`config.mk`:
```
export PLATFORM = sky130hd
export DESIGN_NAME = pri_queue_sorted
export DESIGN_NICKNAME = d
export VERILOG_FILES = /design/src/rtl/pri_queue_sorted.sv
export SDC_FILE = /design/constraint.sdc
export NUM_CORES = 1
export LEC_CHECK = 0
export ABC_CLOCK_PERIOD_IN_PS = 7730
export BUFFER_PORTS_ARGS = -buffer_cell sky130_fd_sc_hd__buf_2
export CAP_MARGIN = 20
export CORE_ASPECT_RATIO = 1.75
export CORE_MARGIN = 2
export CORE_UTILIZATION = 65
export CTS_BUF_LIST = sky130_fd_sc_hd__clkbuf_16
export CTS_CLUSTER_DIAMETER = 120
export DETAILED_ROUTE_END_ITERATION = 8
export HOLD_SLACK_MARGIN = 0.03
export MAX_ROUTING_LAYER = met4
export PLACE_DENSITY_LB_ADDON = 0.05
export SKIP_CTS_REPAIR_TIMING = 1
export SYNTH_ARGS = -nofsm -noshare
export SYNTH_HDL_FRONTEND = slang
export SYNTH_SLANG_ARGS = --single-unit
```
`constraint.sdc`:
```
create_clock -name ck -period 7.73 [get_ports ck]
set_input_delay 0.3865 -clock ck [delete_from_list [all_inputs] [get_ports ck]]
set_output_delay 0.3865 -clock ck [all_outputs]
set_load 0.02 [all_outputs]
```
`src/rtl/pri_queue_sorted.sv`:
```
// Sorted priority queue: systolic register array holding up to DEPTH keys,
// best key always at entry 0. One insert and/or removal per clock.
module pri_queue_sorted #(
    parameter int unsigned  WIDTH     = 8,
    parameter int unsigned  DEPTH     = 8,
    parameter bit           MAX_FIRST = 1'b1,
    localparam int unsigned CW        = $clog2(DEPTH + 1)
) (
    input  logic             ck,
    input  logic             r,
    input  logic             clear,
    input  logic             loadIn,
    input  logic [WIDTH-1:0] newVal,
    input  logic             shiftOut,
    output logic [WIDTH-1:0] top,
    output logic             topValid,
    output logic [CW-1:0]    count,
    output logic             full,
    output logic             empty,
    output logic             overflow,
    output logic             underflow
);

    logic [WIDTH-1:0] key_q   [DEPTH];
    logic [WIDTH-1:0] key_d   [DEPTH];
    logic [WIDTH-1:0] nxt_key [DEPTH];
    logic [WIDTH-1:0] prv_key [DEPTH];
    logic [DEPTH-1:0] valid_q;
    logic [DEPTH-1:0] valid_d;
    logic [DEPTH-1:0] nxt_valid;
    logic [DEPTH-1:0] prv_valid;
    logic [DEPTH-1:0] bi;
    logic [DEPTH-1:0] bs;
    logic [DEPTH-1:0] bp;
    logic [CW-1:0]    count_d;
    logic             ovf_d;
    logic             udf_d;
    logic             do_rep;

    function automatic logic better(input logic [WIDTH-1:0] a, input logic [WIDTH-1:0] b);
        return MAX_FIRST ? (a > b) : (a < b);
    endfunction

    // Per-entry compare vector; thermometer-shaped because the array is sorted.
    // bs looks one entry ahead (replace), bp one entry behind (insert).
    always_comb begin
        bi = '0;
        for (int unsigned i = 0; i < DEPTH; i++) begin
            bi[i] = !valid_q[i] || better(newVal, key_q[i]);
        end
        bs = {1'b1, bi[DEPTH-1:1]};
        bp = {bi[DEPTH-2:0], 1'b0};
    end

    // Neighbour views of the array used by the shift paths.
    always_comb begin
        nxt_key[DEPTH-1] = '0;
        for (int unsigned i = 0; i < DEPTH - 1; i++) begin
            nxt_key[i] = key_q[i+1];
        end
        prv_key[0] = '0;
        for (int unsigned i = 1; i < DEPTH; i++) begin
            prv_key[i] = key_q[i-1];
        end
        nxt_valid = {1'b0, valid_q[DEPTH-1:1]};
        prv_valid = {valid_q[DEPTH-2:0], 1'b0};
    end

    // Next-state selection: each entry picks keep / newVal / previous / next.
    always_comb begin
        key_d   = key_q;
        valid_d = valid_q;
        count_d = count;
        ovf_d   = 1'b0;
        udf_d   = 1'b0;
        do_rep  = loadIn && shiftOut && valid_q[0];

        if (clear) begin
            key_d   = '{default: '0};
            valid_d = '0;
            count_d = '0;
        end else if (do_rep) begin
            for (int unsigned i = 0; i < DEPTH; i++) begin
                if (!(i != 0 && bi[i])) begin
                    if (bs[i]) begin
                        key_d[i]   = newVal;
                        valid_d[i] = 1'b1;
                    end else begin
                        key_d[i]   = nxt_key[i];
                        valid_d[i] = nxt_valid[i];
                    end
                end
            end
        end else if (loadIn) begin
            ovf_d = valid_q[DEPTH-1];
            if (!valid_q[DEPTH-1]) begin
                count_d = count + CW'(1);
            end
            for (int unsigned i = 0; i < DEPTH; i++) begin
                if (bp[i]) begin
                    key_d[i]   = prv_key[i];
                    valid_d[i] = prv_valid[i];
                end else if (bi[i]) begin
                    key_d[i]   = newVal;
                    valid_d[i] = 1'b1;
                end
            end
        end else if (shiftOut) begin
            if (valid_q[0]) begin
                key_d   = nxt_key;
                valid_d = nxt_valid;
                count_d = count - CW'(1);
            end else begin
                udf_d = 1'b1;
            end
        end
    end

    always_ff @(posedge ck or negedge r) begin
        if (!r) begin
            key_q     <= '{default: '0};
            valid_q   <= '0;
            count     <= '0;
            full      <= 1'b0;
            empty     <= 1'b1;
            overflow  <= 1'b0;
            underflow <= 1'b0;
        end else begin
            key_q     <= key_d;
            valid_q   <= valid_d;
            count     <= count_d;
            full      <= valid_d[DEPTH-1];
            empty     <= !valid_d[0];
            overflow  <= ovf_d;
            underflow <= udf_d;
        end
    end

    assign top      = key_q[0];
    assign topValid = valid_q[0];

endmodule

```
; Word level (Yosys, flattened, before mapping)
; Cells that the tools add are included.
[classes]
n_addsub = 2
order_cmp = 8
eq_ne = 4
mux = 56
reduce_logical = 27
[op_table]
columns = operator, count
row1 = $mux W64, 5
row2 = $mux W8, 21
row3 = $gt A8 B8 Y1, 8
row4 = $mux W1, 24
row5 = $mux W4, 6
row6 = $logic_not A1 Y1, 9
row7 = $logic_or A1 B1 Y1, 8
row8 = $reduce_bool A4 Y1, 2
row9 = $ne A3 B3 Y1 const B, 2
row10 = $reduce_and A3 Y1, 2
row11 = $reduce_bool A3 Y1, 2
row12 = $add A4 B1 Y4 const B, 1
row13 = $ne A4 B2 Y1 const B, 1
row14 = $reduce_and A4 Y1, 1
row15 = $sub A4 B1 Y4 const B, 1
row16 = $logic_and A1 B1 Y1, 2
row17 = $ne A2 B2 Y1 const B, 1
row18 = $reduce_and A2 Y1, 1
[totals]
register_bits = 80
output_inout_bits = 17
elab_cells = 112

; Depth between registers and ports, before layout
[logic_depth]
word_depth = 8
depth_mapped = 12

; Worst setup path before layout
; Ideal clock, no wire load.
[synth_path]
kind = register to register
from = register key_q[53] in the netlist's numbering
to = register key_q[41] in the netlist's numbering
arrival_time_ns = 2.349
t_required_ns = 7.606
path_slack_ns = 5.258
path_stages_with_launch = 10
path_buffers = 0
synth_period_minus_slack_ns = 2.472
path_cell_list = dfrtp_1 inv_1 ha_1 a211oi_2 o21ai_2 a2111oi_4 nor2_2 a2111oi_2 a2111oi_1 a211o_1
[synth_via]
elab_chain_cells = 6
[synth_rtl]
columns = item, line_no
row1 = start: declaration, 24  ; logic [WIDTH-1:0] key_q [DEPTH];
row2 = start signal: assignment, 129  ; key_q <= key_d;
row3 = $gt A8 B8 Y1, 41  ; return MAX_FIRST ? (a > b) : (a < b);
row4 = $logic_or A1 B1 Y1, 49  ; bi[i] = !valid_q[i] || better(newVal, key_q[i]);
row5 = $mux W8, --
row6 = $mux W64, 94  ; end else if (loadIn) begin
row7 = $mux W64, 82  ; end else if (do_rep) begin
row8 = $mux W64, 78  ; if (clear) begin
; No other way between the ends.
; A chain may end at the register's enable or synchronous reset.

; Final worst setup path
[layout_path]
from = register key_q[45] in the netlist's numbering
to = register key_q[45] in the netlist's numbering
[layout_via]
elab_chain_cells = 7
elab_cells_between_ends = 8
classes_between = order compare (1) / mux (6) / reduce/logical (1)
[layout_rtl]
columns = item, line_no
row1 = $gt A8 B8 Y1, 41
row2 = $logic_or A1 B1 Y1, 49
row3 = $mux W8 (2 in a row), --
row4 = $mux W64, --
row5 = $mux W64 (*) (2 in a row), --
; Mark *: on every way between the ends. The rest lies on a longest branch, timed or not.

==> run_results.csv <==
group,metric,value,unit
clocking,cts_tree,"built",
detailed_routing,vias,8135,
critical_path,reg2reg_slack,4.26,ns
synthesis,netlist_top_cells_count,"80 x nor2_1, 78 x dfrtp_1, 75 x a21oi_1, 72 x inv_1, 68 x nand2_1",
synthesis,yosysMostFrequentCell,"nor2_1",
cells_and_area,nNetsFinal,1028,
synthesis,synth_area_leaders,"dfrtp_1 25%, ha_1 11%, o211ai_1 5.9%, a21oi_1 4.9%, o21ai_0 4.0%",
critical_path,max_stage_delay,0.85,ns
sta,period_share,44.9,%
placement,place_area,7760,µm²
synthesis,synth-seq-cells,79,
worst_hold_path,whs_endpoint,"valid_q[1]",
detailed_routing,wl_per_cell,23.9,µm
worst_hold_path,min_path_cells,2,
critical_path,setup.worst_path.start_class,"flip-flop",
floorplan,dieArea,12800,µm²
clocking,ctsHtreeMaxLevel,3,
critical_path,worst_path_max_delay_cell,"or2_1",
detailed_routing,wl_met2,13300,µm
clocking,root_buffer,"clkbuf_16",
clocking,path_clk_slew,0.07,ns
floorplan,dieHeight,148,µm
sta,slew_headroom,29.9,%
cells_and_area,final_cells,1088,
flow_run,maxCapViolations,0,
pwr,powerDensity,171,nW/µm²
placement,pre_cts_ws,4.17,ns
global_routing,grt_pass1_wl,41700,µm
synthesis,async_reset_ff_share,100,%
critical_path,timing.rr.end,"key_q[45]",
cells_and_area,antennaDiodeCount,0,
floorplan,core,11600,µm²
global_routing,grt_max_degree,93,
sta,rsz0062_at_grt,"false",
synthesis,yosysTopAreaCell,"dfrtp_1",
synthesis,synthFlopType,"dfrtp_1",
placement,dpl.cell_count,1068,
clocking,clock_insertion_delay_worst_skew,0.35,ns
global_routing,grt_util_all_layers,42.8,%
critical_path,cp_num_buf_inv,1,
critical_path,r2r_cells,9,
sta,finalWorstSetupSlack,4.26,ns
synthesis,yosysUniqueCellTypes,73,
synthesis,synth_edf_count,0,
synthesis,yosysWarnings,0,
sta,clock-skew-final,0.00603,ns
critical_path,crit_top_cell,"o211a_1",
floorplan,fp-row-count,52,
placement,gp_congestion,0.956,
outcome,status,"completed",
sta,holdWs,0.296,ns
detailed_routing,first_pass_iters,8,
sta,slew_viol_final,0,
clocking,numCtsBuffers,9,
detailed_routing,routed.top_layer,"met4",
floorplan,io-pin-count,30,
sta,fin_setup_tns,0,ns
detailed_routing,initialDrtViolationCount,803,
critical_path,crit_arrival,3.72,ns
sta,report.final.hold_viol_count,0,
floorplan,initial_core_util,66.8,%
critical_path,critPathKind,"flip-flop to flip-flop",
sta,min_period,3.47,ns
global_routing,grt_overflow_total,0,
critical_path,crit_chain,"inv_1 > ha_1 > a211oi_1 > o211a_1 > o211a_1 > or2_1 > nor2_1 > a211o_1 > a311oi_1",
critical_path,end_kind,"flip-flop",
synthesis,synth.cell_area,7730,µm²
pwr,ir_drop,0.115,mV
synthesis,syn_inst,972,
global_routing,grt_pass1_vias,8026,
critical_path,worstReg2RegStart,"key_q[45]",
clocking,cts_buffer_depth,2,
worst_hold_path,holdCritStartpoint,"shiftOut",
global_routing,grt_antenna_before_repair,0,
critical_path,cp-startpoint,"key_q[45]",
detailed_routing,wl_met1,9030,µm
synthesis,synth.net_count,1052,
placement,hpwl,18100,µm
sta,tightest_slew,1.05,ns
sta,max_freq,288,MHz
critical_path,crit_family,"compound AO/OA/AOI/OAI gates",
worst_hold_path,hold_class,"input pin to flip-flop",
detailed_routing,drc,0,
floorplan,die_x,86.4,µm
critical_path,worstPathMaxFanout,25,
clocking,cts.sinks,79,
detailed_routing,viasPerCell,7.48,
cells_and_area,drive_above_1_share,9.55,%
detailed_routing,met3_length,1680,µm
detailed_routing,ant_nets,0,
synthesis,syn_area_per_cell,7.95,µm²
sta,finalSetupViolations,0,
cells_and_area,fin_area,8140,µm²
pwr,leakagePower,3.38,nW
synthesis,ys_seq_area_share,25.6,%
detailed_routing,finalWirelength,26000,µm
cells_and_area,syn_to_final_growth,5.31,%
synthesis,synth_top_area_share,25.2,%
critical_path,crit_required,7.98,ns
placement,portBuffers,29,
==> cell type report <==
cell class,count,area [µm²]
Clock buffer,9,225
Clock inverter,7,103
Fill cell,994,3440
Inverter,72,270
Multi-Input combinational cell,742,5120
Sequential cell,79,1980
Tap cell,135,169
Timing Repair Buffer,44,280
==> power by group <==
group          total (mW)  internal [mW]  switching, mW
clock network       0.490          0.288          0.202
registers           0.492          0.446         0.0464
logic               0.413          0.148          0.264
total                1.39          0.882          0.513
==> cells by family after synthesis <==
| kind of cell | count (synthesis) | share of synthesized area [%] |
|---|---|---|
| multiplexers | 28 | 3.66 |
| AO/OA/AOI/OAI | 377 | 34.3 |
| buffers and inverters | 151 | 8.35 |
| AND/OR/NAND/NOR | 267 | 16.8 |
| XOR/XNOR | 3 | 0.340 |
| flip-flops | 79 | 25.6 |
| adder cells (fa/ha/maj) | 67 | 10.9 |
==> registers in the layout (all words and copies together), names as in the netlist <==
register / count
count: 4
empty: 1
key_q: 56
overflow: 1
top: 8
underflow: 1
valid_q: 8
==> how the worst max path moves through the flow <==
stage	endpoint	slack [ns]	cells after the start
after global placement	key_q[45]	4.30	9
after CTS	key_q[45]	4.35	9
final	key_q[45]	4.26	9
after detailed placement	key_q[45]	4.17	9
after global routing	key_q[45]	3.99	9
after floorplan	key_q[41]	5.26	9
==> cell usage in the layout (no fill, tap or decap), drive strengths merged, types with 13 or more instances in the layout <==
cell	instances
mux2i	26
a31oi	19
a21o	13
a21oi	77
nor3	31
o211ai	61
nand3	19
ha	66
buf	42
o21ai	71
a311oi	29
nor2	83
nand2	70
inv	75
a211oi	33
dfrtp	78
==> layer usage <==
layer  track usage (%)  vias up
met5                 -        -
met4              30.5        0
met3              5.99      170
met2              70.6      493
met1              46.2     3846
li1                  -     3626
==> through the flow <==
step	power, mW	util, %
6_report	1.39	70.3
5_1_grt	1.46	70.3
4_1_cts	1.38	69.9
3_5_place_dp	0.897	67.0
3_3_place_gp	0.877	67.0
2_1_floorplan	0.780	-
(Power assumes the default switching activity.)
